`config.mk`:
```
export PLATFORM = sky130hd
export DESIGN_NAME = line_scroll_ctrl
export DESIGN_NICKNAME = d
export VERILOG_FILES = /design/src/rtl/line_scroll_ctrl_pkg.sv /design/src/rtl/line_scroll_ctrl_step_divider.sv /design/src/rtl/line_scroll_ctrl.sv
export SDC_FILE = /design/constraint.sdc
export NUM_CORES = 1
export LEC_CHECK = 0
export CAP_MARGIN = 40
export CELL_PAD_IN_SITES_DETAIL_PLACEMENT = 0
export CELL_PAD_IN_SITES_GLOBAL_PLACEMENT = 1
export CORE_AREA = 2 2 76 85
export DETAILED_ROUTE_END_ITERATION = 12
export DIE_AREA = 0 0 78 87
export PLACE_DENSITY_LB_ADDON = 0.1
export RECOVER_POWER = 25
export REMOVE_ABC_BUFFERS = 1
export SYNTH_ARGS = -nofsm -noshare
export SYNTH_HDL_FRONTEND = slang
export SYNTH_HIERARCHICAL = 1
export SYNTH_SLANG_ARGS = --single-unit
```
`constraint.sdc`:
```
create_clock -name clk_i -period 7.57 [get_ports clk_i]
set_input_delay 1.1355 -clock clk_i [delete_from_list [all_inputs] [get_ports clk_i]]
set_output_delay 1.1355 -clock clk_i [all_outputs]
set_load 0.01 [all_outputs]
```
`src/rtl/line_scroll_ctrl_pkg.sv`:
```
// Shared definitions for the scrolling line game: FSM state encoding,
// level/period widths, default tuning constants and the step period rule.
package line_game_pkg;

  typedef enum logic [2:0] {
    S_IDLE  = 3'd0,
    S_LOAD  = 3'd1,
    S_RUN   = 3'd2,
    S_PAUSE = 3'd3,
    S_OVER  = 3'd4
  } game_state_t;

  localparam int LEVEL_W             = 4;
  localparam int PERIOD_W            = 8;
  localparam int DEF_BASE_PERIOD     = 8;
  localparam int DEF_MIN_PERIOD      = 1;
  localparam int DEF_STEPS_PER_LEVEL = 64;
  localparam int DEF_MAX_LEVEL       = 7;
  localparam int DEF_SCORE_W         = 16;

  // Frames per step: base minus level, floored at min_p; compared first so it never wraps.
  function automatic logic [PERIOD_W-1:0] calc_period(input logic [LEVEL_W-1:0] level,
                                                      input int base, input int min_p);
    int lvl;
    lvl = int'(level);
    if (base > lvl + min_p) begin
      return PERIOD_W'(base - lvl);
    end else begin
      return PERIOD_W'(min_p);
    end
  endfunction

endpackage

```
`src/rtl/line_scroll_ctrl_step_divider.sv`:
```
// Frame tick divider: counts enabled ticks and flags the tick that completes a period.
module step_divider
  import line_game_pkg::*;
(
  input  logic                clk_i,
  input  logic                reset_i,
  input  logic                en_i,
  input  logic                clr_i,
  input  logic                tick_i,
  input  logic [PERIOD_W-1:0] period_i,
  output logic                step_o
);

  logic [PERIOD_W-1:0] r_count;
  logic                w_period_done;

  // count >= period-1, rearranged so a period of zero cannot underflow
  assign w_period_done = ((PERIOD_W+1)'(r_count) + (PERIOD_W+1)'(1)) >= (PERIOD_W+1)'(period_i);
  assign step_o        = en_i & tick_i & w_period_done;

  always_ff @(posedge clk_i or negedge reset_i) begin
    if (!reset_i) begin
      r_count <= '0;
    end else if (clr_i) begin
      r_count <= '0;
    end else if (en_i && tick_i) begin
      r_count <= w_period_done ? '0 : r_count + PERIOD_W'(1);
    end else begin
      r_count <= r_count;
    end
  end

endmodule

```
`src/rtl/line_scroll_ctrl.sv`:
```
// Game sequencer: IDLE/LOAD/RUN/PAUSE/OVER FSM, score and level tracking,
// and step pulses for line_generate derived from VGA frame ticks.
module line_scroll_ctrl
  import line_game_pkg::*;
#(
  parameter int BASE_PERIOD     = DEF_BASE_PERIOD,
  parameter int MIN_PERIOD      = DEF_MIN_PERIOD,
  parameter int STEPS_PER_LEVEL = DEF_STEPS_PER_LEVEL,
  parameter int MAX_LEVEL       = DEF_MAX_LEVEL,
  parameter int SCORE_W         = DEF_SCORE_W
) (
  input  logic               clk_i,
  input  logic               reset_i,
  input  logic               start_i,
  input  logic               pause_i,
  input  logic               hit_i,
  input  logic               frame_tick_i,
  output logic               step_o,
  output logic               gen_rst_n_o,
  output logic               running_o,
  output logic               over_o,
  output logic [SCORE_W-1:0] score_o,
  output logic [LEVEL_W-1:0] level_o
);

  localparam int SIL_W = $clog2(STEPS_PER_LEVEL + 1);

  game_state_t         r_state;
  logic                r_step;
  logic                r_gen_rst_n;
  logic                r_running;
  logic                r_over;
  logic [SCORE_W-1:0]  r_score;
  logic [LEVEL_W-1:0]  r_level;
  logic [SIL_W-1:0]    r_sil;

  logic                w_start_ok;
  logic                w_run_en;
  logic                w_due;
  logic [PERIOD_W-1:0] w_period;

  // hit and pause both suppress the divider, which drops any step due that cycle
  assign w_start_ok = start_i & ((r_state == S_IDLE) | (r_state == S_OVER));
  assign w_run_en   = (r_state == S_RUN) & ~hit_i & ~pause_i;
  assign w_period   = calc_period(r_level, BASE_PERIOD, MIN_PERIOD);

  step_divider u_step_divider (
    .clk_i    (clk_i),
    .reset_i  (reset_i),
    .en_i     (w_run_en),
    .clr_i    (w_start_ok),
    .tick_i   (frame_tick_i),
    .period_i (w_period),
    .step_o   (w_due)
  );

  // Game FSM with outputs registered from the state being entered
  always_ff @(posedge clk_i or negedge reset_i) begin
    if (!reset_i) begin
      r_state     <= S_IDLE;
      r_gen_rst_n <= 1'b0;
      r_running   <= 1'b0;
      r_over      <= 1'b0;
    end else begin
      case (r_state)
        S_IDLE: begin
          r_state     <= start_i ? S_LOAD : S_IDLE;
          r_gen_rst_n <= 1'b0;
          r_running   <= 1'b0;
          r_over      <= 1'b0;
        end
        S_LOAD: begin
          r_state     <= S_RUN;
          r_gen_rst_n <= 1'b1;
          r_running   <= 1'b1;
          r_over      <= 1'b0;
        end
        S_RUN: begin
          r_gen_rst_n <= 1'b1;
          if (hit_i) begin
            r_state   <= S_OVER;
            r_running <= 1'b0;
            r_over    <= 1'b1;
          end else if (pause_i) begin
            r_state   <= S_PAUSE;
            r_running <= 1'b0;
            r_over    <= 1'b0;
          end else begin
            r_state   <= S_RUN;
            r_running <= 1'b1;
            r_over    <= 1'b0;
          end
        end
        S_PAUSE: begin
          r_state     <= pause_i ? S_RUN : S_PAUSE;
          r_gen_rst_n <= 1'b1;
          r_running   <= pause_i;
          r_over      <= 1'b0;
        end
        S_OVER: begin
          r_state     <= start_i ? S_LOAD : S_OVER;
          r_gen_rst_n <= ~start_i;
          r_running   <= 1'b0;
          r_over      <= ~start_i;
        end
        default: begin
          r_state     <= S_IDLE;
          r_gen_rst_n <= 1'b0;
          r_running   <= 1'b0;
          r_over      <= 1'b0;
        end
      endcase
    end
  end

  // Step pulse, saturating score and level progression
  always_ff @(posedge clk_i or negedge reset_i) begin
    if (!reset_i) begin
      r_step  <= 1'b0;
      r_score <= '0;
      r_level <= '0;
      r_sil   <= '0;
    end else begin
      r_step <= w_due;
      if (w_start_ok) begin
        r_score <= '0;
        r_level <= '0;
        r_sil   <= '0;
      end else if (w_due) begin
        if (r_score != {SCORE_W{1'b1}}) begin
          r_score <= r_score + SCORE_W'(1);
        end else begin
          r_score <= r_score;
        end
        if (r_sil == SIL_W'(STEPS_PER_LEVEL - 1)) begin
          r_sil <= '0;
          if (r_level < LEVEL_W'(MAX_LEVEL)) begin
            r_level <= r_level + LEVEL_W'(1);
          end else begin
            r_level <= r_level;
          end
        end else begin
          r_sil <= r_sil + SIL_W'(1);
        end
      end else begin
        r_score <= r_score;
        r_level <= r_level;
        r_sil   <= r_sil;
      end
    end
  end

  assign step_o      = r_step;
  assign gen_rst_n_o = r_gen_rst_n;
  assign running_o   = r_running;
  assign over_o      = r_over;
  assign score_o     = r_score;
  assign level_o     = r_level;

endmodule

```
Word level (Yosys, flattened, before mapping)
Cells that the tools add are included.

operators by class
  add/sub/neg operators = 7
  $lt $le $gt $ge = 3
  equal/unequal tests = 6
  muxes and demuxes = 26
  bitwise operators = 9
  reduce and logical (&&, ||, !) cells = 10

operator list
  operator                                                               count
  16-bit two-way mux                                                     3
  8-bit two-way mux                                                      4
  7-bit two-way mux                                                      3
  16-bit by 1-bit adder with 16-bit output (second input constant)       1
  4-bit two-way mux                                                      4
  16-bit inequality test (second input constant)                         1
  3-bit case mux with 5 select lines                                     1
  2-bit nonzero test                                                     5
  8-bit by 1-bit adder with 9-bit output (second input constant)         1
  9-bit by 8-bit greater-or-equal comparator with 1-bit output           1
  8-bit by 1-bit adder with 8-bit output (second input constant)         1
  7-bit by 1-bit adder with 7-bit output (second input constant)         1
  7-bit by 6-bit == test with 1-bit output (second input constant)       1
  3-bit by 2-bit == test with 1-bit output (second input constant)       2
  1-bit two-way mux                                                      6
  3-bit two-way mux                                                      2
  4-bit by 1-bit adder with 5-bit output (second input constant)         1
  1-bit AND                                                              5
  4-bit by 5-bit > comparator with 1-bit output (first input constant)   1
  4-bit by 4-bit subtractor with 5-bit output (first input constant)     1
  4-bit by 1-bit adder with 4-bit output (second input constant)         1
  4-bit by 3-bit < comparator with 1-bit output (second input constant)  1
  1-bit case mux with 2 select lines                                     2
  3-bit by 1-bit == test with 1-bit output (second input constant)       1
  9 further kinds                                                        11

word-level totals
  register bits = 42
  bits of input ports = 6
  output and inout bits = 24
  word-level logic and storage cells = 70

Depth between registers and ports, before layout
Gate-level depths: netlist of the first run.

  word-level depth = 7
  gate-level depth with buffers = 17

By module
The synthesis of the first run kept the hierarchy.

modules (own cells, without submodules)
  module            instances  cells each  area an instance (um^2)
  line_scroll_ctrl  1          199         1863.0
  step_divider      1          81          744.5

Worst setup path before layout of the first run
OpenSTA, ideal clock, no wires.

  kind = reg-to-reg
  start point = reg r_level[0], in the netlist level_o[0]
  end point = reg r_score[14], in the netlist score_o[14]
  data arrival time = 3933 ps
  setup slack = 3559 ps
  cell stages (with the launch flop) = 17
  buffers on the path = 1
  period minus slack after synthesis = 4011 ps
  cell sequence = dfrtp_1 -> inv_1 -> ha_1 -> nor3b_1 -> a21boi_0 -> o22a_1 -> or2_2 -> ha_1 -> nand2b_1 -> a2111oi_2 -> nor3_2 -> o21ba_2 -> and2_0 -> clkbuf_1 -> nand3_1 -> or4_1 -> a21oi_1

between the ends
  longest elaborated chain between the ends = 7
  elaborated cells between the ends (all ways) = 8

RTL lines
  element                                                           RTL line                             source
  from (decl)                                                       line_scroll_ctrl.sv:34               logic [LEVEL_W-1:0] r_level;
  from (signal assigned)                                            line_scroll_ctrl.sv:138              r_level <= r_level + LEVEL_W'(1);
  from (signal assigned)                                            line_scroll_ctrl.sv:140              r_level <= r_level;
  from (signal assigned)                                            line_scroll_ctrl.sv:147              r_level <= r_level;
  4-bit by 1-bit adder with 5-bit output                            line_scroll_ctrl_pkg.sv:26           if (base > lvl + min_p) begin
  4-bit by 5-bit > comparator with 1-bit output                     line_scroll_ctrl_pkg.sv:26
  8-bit two-way mux (*)                                             line_scroll_ctrl_pkg.sv:26
  named net w_period[0]                                             line_scroll_ctrl.sv:40               logic [PERIOD_W-1:0] w_period;
  9-bit by 8-bit greater-or-equal comparator with 1-bit output (*)  line_scroll_ctrl_step_divider.sv:18  assign w_period_done = ((PERIOD_W+1)'(r_count) + (PERIOD_W+1)'(1)) >= (PERIOD_W+1)'(period_i);
  1-bit AND (*)                                                     line_scroll_ctrl_step_divider.sv:19  assign step_o = en_i & tick_i & w_period_done;
  named net w_due                                                   line_scroll_ctrl.sv:39               logic w_due;
  2-bit nonzero test (no line) (*)                                  --
  2-bit AND reduction (no line) (*)                                 --
  to (signal assigned)                                              line_scroll_ctrl.sv:131              r_score <= r_score + SCORE_W'(1);
  to (signal assigned)                                              line_scroll_ctrl.sv:133              r_score <= r_score;
  to (signal assigned)                                              line_scroll_ctrl.sv:146              r_score <= r_score;
  to (decl)                                                         line_scroll_ctrl.sv:33               logic [SCORE_W-1:0] r_score;

Mark *: on every way through the listed nets, which the timed path passes. The rest lies on a longest branch.
A chain may end at the register's enable or synchronous reset.

Final worst setup path of the first run
Same ends and word-level chain as after synthesis.

==> impl_metrics.toml, run 1 <==
[synth]
share_of_the_synthesized_area_in_compound_gates_ao_oa_aoi_oai = 0.1603
asyncSetResetFlopFracSynth = 1.000
synth_xor_xnor_area_share = 0.03695
edff_count_synth = 0
part_of_the_yosys_area_used_for_sequential_elements = 0.4031
synth_top_family_by_area = "simple AND/OR/NAND/NOR gates"
synth-simple-area-share = 0.2534
synth_area_leader_cell = "dfrtp_1"
netlist_area_sq_um = 2608
cells_after_synthesis = 280
synth_area_leaders = "dfrtp_1, ha_1, a21oi_1"
synth_top_area_frac = 0.4031
synth_seq_cells = 42
synth_warnings = 6
yosys-mux-area-fraction = 0.03071
syn_avg_cell_area_sq_um = 9.313
synth_fa_ha_area_frac = 0.06718
post_synth_num_cell_types = 52
synthFlopType = "dfrtp_1"

[clocking]
clk_pin_slew_worst_paths_ns = 0.08
clock_sinks = 42
clock-root-buffer = "clkbuf_8"
htree_num_levels = 2
postCtsHoldBufs = 0
cts_made_buffers = 5
source_to_sink_clock_delay_at_the_later_pin_of_the_worst_skew_pair_ns = 0.30
cts_repair_resize_count = 0
total_setup_buffers_inserted_after_cts = 0
cts_tree = "built"
cts.path.max_buffers = 2

[timing]
final-max-slew-violation-count = 0
total_negative_setup_slacks_ns = 0
postLayoutSetupSlackWorst_ns = 2.906
fin_skew_ns = 0.007926
fmax_mhz = 214.4
tightestPinTransition_ns = 1.404
min_period_over_period = 0.6162
rsz0062_at_grt = "false"
hold_violations = 0
whs_ns = 0.4851
period_needed_ns = 4.664
setup_viol = 0
maxSlewHeadroom = 0.06422

[global_routing]
gr-total-overflow = 0
grt_pass1_wl_mm = 9.618
grt_antenna_before_repair = 0
grt_max_degree = 29
via_count_of_the_first_global_routing_pass = 2085
gr-usage-all-layers = 0.1758

[floorplanning]
die_height_um = 87
core_area_sq_um = 6006
start_util = 0.4342
die_w_um = 78
count_of_standard_cell_rows = 30
design.die.area_sq_um = 6786
io-pin-count = 30

[layout]
fillCellCount = 592
areaGrowthSynthToFinish_pct = 18.47
num_antenna_cells = 0
post-route-util = 0.5144
design.final.nets = 327
final_cell_area_sq_um = 3089
final_layout_size_suffix_gt1_frac = 0.06818
final-instance-count-excl-fill = 388

[drt]
drt-wirelength-per-cell_um = 13.91
via_count = 2157
drt_first_iter_violations = 72
via_cell_ratio = 5.559
drc = 0
postRouteAntennaNets = 0
dr.pass1.iters = 4
wl_final_mm = 5.398

[critical_path]
setup.worst_path.class = "flip-flop to flip-flop"
worstSetupEndpointType = "flip-flop"
critPathRequiredTime_ns = 7.79
worst_setup_path_start_kind = "flip-flop"
critical_path.max_fanout = 14
critPathArrivalTime_ns = 4.89

[power]
power_per_cell_area_nw_per_um2 = 192.7
design_power_total_uw = 595.4
p_leak_nw = 1.307
irDropWorstVdd_v = 0.0001101

[placement]
placed_cell_areas_sq_um = 2997
numPortBuffers = 29
pre_cts_ws_ns = 2.926
dpl.hpwl_mm = 3.917
placedCellCount = 380
place_congestion = 0.7530

[run]
max_cap_violations = 0

[hold_path]
hold_class = "flip-flop to flip-flop"

[status]
outcome = "finished clean"
==> worst max-delay path, stage by stage (launching register included) <==
cell,delay [ns]
dfrtp_1,0.50
inv_1,0.08
ha_1,0.34
nor3b_1,0.29
a21oi_1,0.11
nor3b_1,0.39
inv_1,0.09
ha_1,0.31
o21a_1,0.12
o21ai_1,0.09
nor3_2,0.59
o21ba_2,0.41
and2_0,0.34
nand3_1,0.29
or4_1,0.53
a21oi_1,0.15
==> routing by layer <==
| metal | routed length, um | GRT usage |
|---|---|---|
| met1 | 2537 | 0.2280 |
| met5 | 0 | 0 |
| met2 | 2643 | 0.2939 |
| met4 | 80 | 0.07018 |
| met3 | 137 | 0.03008 |
==> cells by family after synthesis <==
| kind of cell | count (synthesis) |
|---|---|
| and+or+nand+nor | 113 |
| AOI/OAI and AO/OA | 59 |
| DFF | 42 |
| buffers and inverters | 33 |
| adders and majority gates | 14 |
| xor gates and xnor gates | 11 |
| muxes | 8 |
==> synthesized netlist by cell type, types with 5 or more instances <==
master / number
a21oi_1: 17
and3_1: 7
clkbuf_1: 8
dfrtp_1: 42
ha_1: 14
inv_1: 22
mux2i_1: 8
nand2_1: 16
nand2b_1: 5
nand3_1: 10
nand3b_1: 11
nand4_1: 6
nor2_1: 20
nor3_1: 6
nor4_1: 5
o21ai_0: 9
o31ai_1: 6
o41ai_1: 8
or4_1: 6
xnor2_1: 6
xor2_1: 5
==> power breakdown <==
part / leakage (nW) / switching, mW / total, mW / internal [mW]
sequential: 0.574 / 0.0291 / 0.277 / 0.248
combinational: 0.675 / 0.0795 / 0.149 / 0.0698
clock: 0.0575 / 0.0767 / 0.169 / 0.0921
==> cell usage in the layout, fill, tap and decap left out, types with 7 or more instances in the layout <==
master	n
nand2_1	16
ha_1	14
clkbuf_8	8
o41ai_1	8
a21oi_1	17
o21ai_0	9
nand3b_1	11
inv_1	22
dfrtp_1	42
nor2_1	20
and3_1	7
mux2i_1	8
clkdlybuf4s50_1	28
nand3_1	10
==> flip-flops by register name (all words and copies together) (netlist names) <==
register,flops
gen_rst_n_o,1
level_o,4
over_o,1
r_sil,7
r_state,3
running_o,1
score_o,16
step_o,1
u_step_divider/r_count,8
==> area by class of cell <==
| class | count | area (sq um) | share of cell area |
|---|---|---|---|
| timing repair buffer | 31 | 315.3 | 0.1021 |
| inverter | 22 | 82.58 | 0.02673 |
| multi-input combinational | 205 | 1430 | 0.4629 |
| clock buffer | 8 | 110.1 | 0.03564 |
| tap | 80 | 100.1 | 0.03240 |
| sequential | 42 | 1051 | 0.3402 |
==> path summary, 6_finish.rpt <==
kind                                        start                       to  slack [ns]  depth (start not counted)
min                          r_sil[5]$_DFFE_PN0P_     r_sil[5]$_DFFE_PN0P_        0.49                          1
max reg2reg                level_o[0]$_DFFE_PN0P_  score_o[14]$_DFFE_PN0P_        2.91                         15
min reg2reg                  r_sil[5]$_DFFE_PN0P_     r_sil[5]$_DFFE_PN0P_        0.49                          1
max                        level_o[0]$_DFFE_PN0P_  score_o[14]$_DFFE_PN0P_        2.91                         15
max in group asynchronous                 reset_i   score_o[2]$_DFFE_PN0P_        4.82                          2
min in group asynchronous                 reset_i         over_o$_DFF_PN0_        0.95                          1
Power figures use the tool's default switching activity.
==> run 2: changes to the inputs <==
--- a/config.mk
+++ b/config.mk
@@ -8,9 +8,9 @@
 export CAP_MARGIN = 40
 export CELL_PAD_IN_SITES_DETAIL_PLACEMENT = 0
 export CELL_PAD_IN_SITES_GLOBAL_PLACEMENT = 1
-export CORE_AREA = 2 2 76 85
+export CORE_AREA = 2 2 81 91
 export DETAILED_ROUTE_END_ITERATION = 12
-export DIE_AREA = 0 0 78 87
+export DIE_AREA = 0 0 83 93
 export PLACE_DENSITY_LB_ADDON = 0.1
 export RECOVER_POWER = 25
 export REMOVE_ABC_BUFFERS = 1
==> constraint.sdc (replaced) <==
create_clock -name clk_i -period 3.9 [get_ports clk_i]
set_input_delay 0.585 -clock clk_i [delete_from_list [all_inputs] [get_ports clk_i]]
set_output_delay 0.585 -clock clk_i [all_outputs]
set_load 0.01 [all_outputs]
==> run 2 against run 1 <==
  * Final area grew 4.4%
  * Critical path depth grew 1
  * Cell count up 4.4%
  * Clock skew about the same
  * Clock power increased to 2.6 times the previous value
  * Clock-buffer cell count is 2 lower
  * Critical path type unchanged
  * Critical endpoint is now level_o[3]$_DFFE_PN0P_
==> impl_metrics.toml, run 2 (synthesis gave the netlist of run 1 again) <==
[global_routing]
grt_antenna_before_repair = 0
grt_max_degree = 25
grt_pass1_wl_mm = 10.55
gr-total-overflow = 0
via_count_of_the_first_global_routing_pass = 2197
gr-usage-all-layers = 0.1655

[floorplanning]
die_height_um = 93
io-pin-count = 30
start_util = 0.3808
die_w_um = 83
count_of_standard_cell_rows = 32
core_area_sq_um = 6847
design.die.area_sq_um = 7719

[placement]
placedCellCount = 396
place_congestion = 0.7794
dpl.hpwl_mm = 4.318
numPortBuffers = 29

[timing]
maxSlewHeadroom = 0.1877
setup_viol = 0
fin_skew_ns = 0.008049
hold_violations = 0
fmax_mhz = 269.1
total_negative_setup_slacks_ns = 0
tightestPinTransition_ns = 1.218
final-max-slew-violation-count = 0
period_needed_ns = 3.716
min_period_over_period = 0.9527

[hold_path]
hold-path-endpoint = "r_sil[5]$_DFFE_PN0P_"
hold_class = "flip-flop to flip-flop"
min_path_cells = 1
worst_min_delay_path_startpoint = "r_sil[5]$_DFFE_PN0P_"

[drt]
drt-wirelength-per-cell_um = 14.78
wl_final_mm = 5.984
drt_first_iter_violations = 55
postRouteAntennaNets = 0
via_count = 2232
via_cell_ratio = 5.511
dr.pass1.iters = 4
drc = 0

[power]
p_sw_uw = 381.1
irDropWorstVdd_v = 0.0002390
p_int_uw = 893.0
seq_power_share = 0.423
switching_share_of_power = 0.2991
p_leak_nw = 1.381
power_share_of_the_clock_group = 0.339
comb_power_share = 0.238
design_power_total_mw = 1.274
power_per_cell_area_nw_per_um2 = 395.0

[clocking]
clock-root-buffer = "clkbuf_8"
source_to_sink_clock_delay_at_the_later_pin_of_the_worst_skew_pair_ns = 0.30
cts_tree = "built"
cts_made_buffers = 5
htree_num_levels = 2
clock_sinks = 42
clk_pin_slew_worst_paths_ns = 0.09
cts.path.max_buffers = 2

[critical_path]
r2r.worst_path.cells = 16
flop_to_flop_setup_slack_ns = 0.18
critPathArrivalTime_ns = 3.88
worst_r2r_endpoint = "level_o[3]$_DFFE_PN0P_"
reg2reg_from = "level_o[1]$_DFFE_PN0P_"
worstSetupEndpointType = "flip-flop"
setup.worst_path.class = "flip-flop to flip-flop"
critPathRequiredTime_ns = 4.06
worst_setup_path_start_kind = "flip-flop"
critical_path.max_fanout = 13

[run]
max_cap_violations = 0

[layout]
final_cell_mix = "dfrtp_1, clkdlybuf4s50_1, inv_1, nor2_1, a21oi_1"
final-instance-count-excl-fill = 405
num_antenna_cells = 0
design.final.nets = 339
final_layout_size_suffix_gt1_frac = 0.1125
mostFrequentLayoutCell = "dfrtp_1"
largest_register_ff_count = 16
areaGrowthSynthToFinish_pct = 23.70
fillCellCount = 678

[status]
outcome = "finished clean"
run 2: what timing repair did:
action,CTS,global route
hold buffers,0,0
gates resized for setup,0,5
buffers inserted,0,1
setup endpoints to repair,0,19
run 2: area by class of cell:
type / count / area (sq um) / share of cell area
sequential: 42 / 1051 / 0.3258
inverter: 22 / 82.58 / 0.02560
clock buffer: 6 / 82.58 / 0.02560
tap: 85 / 106.4 / 0.03297
multi-input combinational: 205 / 1458 / 0.4519
timing repair buffer: 43 / 385.4 / 0.1195
clock inverter: 2 / 60.06 / 0.01862
run 2: through the flow:
stage | worst slack, ns | hold slack [ns] | instance area (sq um) | utilization
6_report | 0.1845 | 0.4937 | 3226 | 0.4711
5_1_grt | -0.03162 | 0.5213 | 3226 | 0.4711
4_1_cts | 0.04856 | 0.2784 | 3216 | 0.4697
3_5_place_dp | 0.08720 | 0.4847 | 3073 | 0.4488
3_3_place_gp | 0.1679 | 0.4717 | 3045 | 0.4448
2_1_floorplan | -0.2008 | 0.2894 | 2564 | -
run 2: worst max path at each step:
| stage | startpoint | slack [ns] | endpoint |
|---|---|---|---|
| floorplan | level_o[0]$_DFFE_PN0P_ | -0.20 | score_o[14]$_DFFE_PN0P_ |
| global placement | level_o[1]$_DFFE_PN0P_ | 0.17 | level_o[1]$_DFFE_PN0P_ |
| detailed placement | level_o[1]$_DFFE_PN0P_ | 0.09 | score_o[12]$_DFFE_PN0P_ |
| CTS | level_o[1]$_DFFE_PN0P_ | 0.05 | score_o[12]$_DFFE_PN0P_ |
| global route | level_o[1]$_DFFE_PN0P_ | -0.03 | level_o[1]$_DFFE_PN0P_ |
| finish | level_o[1]$_DFFE_PN0P_ | 0.18 | level_o[3]$_DFFE_PN0P_ |
run 2: critical path: stages (launching register included):
cell and delay, ns:
dfrtp_1 0.43, inv_1 0.06, ha_1 0.32, nor3b_2 0.25
a21boi_0 0.13, o22a_1 0.21, or2_2 0.29, ha_1 0.28
nand2b_1 0.17, a2111oi_4 0.36, nor3_2 0.09, o21ba_2 0.22
buf_4 0.18, nand2_1 0.10, and4bb_2 0.27, a21oi_1 0.15
nor2_1 0.05
run 2: power by group through the flow:
stage               clock network [mW]  logic, mW  registers, mW
finish                           0.431      0.303          0.539
global placement                     0      0.300          0.550
global route                     0.463      0.337          0.551
CTS                              0.444      0.307          0.540
detailed placement                   0      0.305          0.549
floorplan                            0      0.174          0.544
run 2: metal layers:
metal / up-vias / global-route usage / part of all wire
met5: - / 0 / 0
met4: 0 / 0.05464 / 0.014
met3: 6 / 0.02560 / 0.022
met2: 30 / 0.2735 / 0.47
met1: 1077 / 0.2231 / 0.49
li1: 1119 / - / -
==> run 3: changes to the inputs <==
--- a/config.mk
+++ b/config.mk
@@ -8,12 +8,13 @@
 export CAP_MARGIN = 40
 export CELL_PAD_IN_SITES_DETAIL_PLACEMENT = 0
 export CELL_PAD_IN_SITES_GLOBAL_PLACEMENT = 1
-export CORE_AREA = 2 2 81 91
+export CORE_AREA = 2 2 109 69
 export DETAILED_ROUTE_END_ITERATION = 12
-export DIE_AREA = 0 0 83 93
+export DIE_AREA = 0 0 111 71
 export PLACE_DENSITY_LB_ADDON = 0.1
 export RECOVER_POWER = 25
 export REMOVE_ABC_BUFFERS = 1
+export SLEW_MARGIN = 30
 export SYNTH_ARGS = -nofsm -noshare
 export SYNTH_HDL_FRONTEND = slang
 export SYNTH_HIERARCHICAL = 1
==> run 3 against run 2 <==
  * The flow now finishes with violations (max-capacitance violations, max-slew violations)
  * Die area up 2.1%
  * Final area up 1.0%
  * Clock skew down 0.0026 ns
  * Clock power up 12%
  * Hold slack better by 0.0051 ns
  * Cell count up 1.5%
  * Sequential cell count unchanged
  * Clock-buffer cell count unchanged
  * Critical endpoint is now level_o[2]$_DFFE_PN0P_
  * Largest power group unchanged
==> impl_metrics.toml, run 3 (synthesis gave the netlist of run 1 again) <==
[critical_path]
critPathRequiredTime_ns = 4.07
critical_path.max_fanout = 13
critPathArrivalTime_ns = 3.79
worstSetupEndpointType = "flip-flop"
setup.worst_path.class = "flip-flop to flip-flop"
worst_setup_path_start_kind = "flip-flop"

[timing]
maxSlewHeadroom = -0.5385
setup_viol = 0
final-max-slew-violation-count = 43
fmax_mhz = 276.2
fin_skew_ns = 0.005477
tightestPinTransition_ns = 2.308
min_period_over_period = 0.9283
hold_violations = 0
period_needed_ns = 3.620
total_negative_setup_slacks_ns = 0
whs_ns = 0.4988

[drt]
postRouteAntennaNets = 0
drt-wirelength-per-cell_um = 14.72
drt_first_iter_violations = 92
via_count = 2200
via_cell_ratio = 5.353
drc = 0
dr.pass1.iters = 4
wl_final_mm = 6.048

[layout]
fillCellCount = 659
final_layout_size_suffix_gt1_frac = 0.1188
design.final.nets = 340
num_antenna_cells = 0
mostFrequentLayoutCell = "dfrtp_1"
final_cell_mix = "dfrtp_1, clkdlybuf4s50_1, inv_1, nor2_1, a21oi_1"
largest_register_ff_count = 16
final_cell_area_sq_um = 3258
areaGrowthSynthToFinish_pct = 24.95

[floorplanning]
io-pin-count = 30
start_util = 0.3759
core_area_sq_um = 6937
die_w_um = 111
count_of_standard_cell_rows = 24
die_height_um = 71
design.die.area_sq_um = 7881

[clocking]
postCtsHoldBufs = 0
clock-root-buffer = "clkbuf_16"
cts_made_buffers = 5
source_to_sink_clock_delay_at_the_later_pin_of_the_worst_skew_pair_ns = 0.29
clock_sinks = 42
cts.path.max_buffers = 2
clk_pin_slew_worst_paths_ns = 0.06
cts_tree = "built"
htree_num_levels = 2

[global_routing]
grt_antenna_before_repair = 0
gr-usage-all-layers = 0.1652
gr-total-overflow = 0
grt_max_degree = 43
via_count_of_the_first_global_routing_pass = 2084
grt_pass1_wl_mm = 10.45

[power]
power_per_cell_area_nw_per_um2 = 405.0
p_leak_nw = 1.402
irDropWorstVdd_v = 0.0002037

[placement]
placed_cell_areas_sq_um = 3070
place_congestion = 0.7994
numPortBuffers = 29
dpl.hpwl_mm = 4.348

[run]
max_cap_violations = 1

[status]
outcome = "complete, but fails checks"
failed_checks = "max-capacitance violations, max-slew violations"

[hold_path]
hold_class = "flip-flop to flip-flop"
## run 3: cell count changes in the layout (fill, tap and decap cells not counted), sizes merged
cell / delta
buf: +1
bufinv: -1
## run 3: path summary, 6_finish.rpt
kind                                        start                       to  slack [ns]  depth (start not counted)
max reg2reg                level_o[0]$_DFFE_PN0P_   level_o[2]$_DFFE_PN0P_        0.28                         16
max                        level_o[0]$_DFFE_PN0P_   level_o[2]$_DFFE_PN0P_        0.28                         16
max in group asynchronous                 reset_i    gen_rst_n_o$_DFF_PN0_        1.59                          1
min in group asynchronous                 reset_i  score_o[15]$_DFFE_PN0P_        0.99                          1
min reg2reg                  r_sil[5]$_DFFE_PN0P_     r_sil[5]$_DFFE_PN0P_        0.50                          1
min                          r_sil[5]$_DFFE_PN0P_     r_sil[5]$_DFFE_PN0P_        0.50                          1
## run 3: repair_timing
item,CTS,global route
endpoints found under the setup margin,0,20
gates resized for setup,0,5
buffers inserted,0,0
## run 3: report_power, final
part	leakage [nW]	switching (mW)	total (mW)	internal [mW]
logic	0.745	0.162	0.296	0.134
clock network	0.0829	0.165	0.481	0.316
registers	0.574	0.0600	0.543	0.483
## run 3: worst max-delay path, cell delays in order (launching register included)
cell and delay, ns:
dfrtp_1 0.39, inv_1 0.06, ha_1 0.34, nor3b_2 0.22
a21boi_0 0.12, o22a_1 0.20, or2_2 0.28, ha_1 0.28
nand2b_1 0.15, a2111oi_2 0.39, nor3_2 0.09, o21ba_2 0.21
buf_4 0.18, nand2_1 0.10, and4bb_2 0.27, a21oi_1 0.17
nor2_1 0.05
## run 3: area by class of cell
class	instances	area, sq um	area share
flip-flops and latches	42	1051	0.3226
clock inverters	1	30.03	0.009217
clock buffers	6	138.9	0.04263
inverters	22	82.58	0.02535
multi-input cells	205	1448	0.4443
well taps	91	113.9	0.03495
repair buffers	44	394.1	0.1210
## run 3: layer usage
| layer | part of all wire | vias to the layer above | GRT usage | wire, um |
|---|---|---|---|---|
| met1 | 0.56 | 1066 | 0.2535 | 3377 |
| met2 | 0.40 | 21 | 0.2290 | 2447 |
| met3 | 0.029 | 5 | 0.04199 | 173 |
| li1 | - | 1108 | - | - |
| met4 | 0.0083 | 0 | 0.04583 | 50 |
| met5 | 0 | - | 0 | 0 |
## run 3: per-stage QoR
stage                 util  setup slack (ns)  std cells  power (mW)
global placement    0.4423            0.2174        403      0.8488
CTS                 0.4670            0.1100        410       1.344
detailed placement  0.4426            0.1443        403      0.8493
floorplan                -           -0.2008        269      0.7182
global route        0.4697         -0.007681        411       1.397
finish              0.4697            0.2797        411       1.320
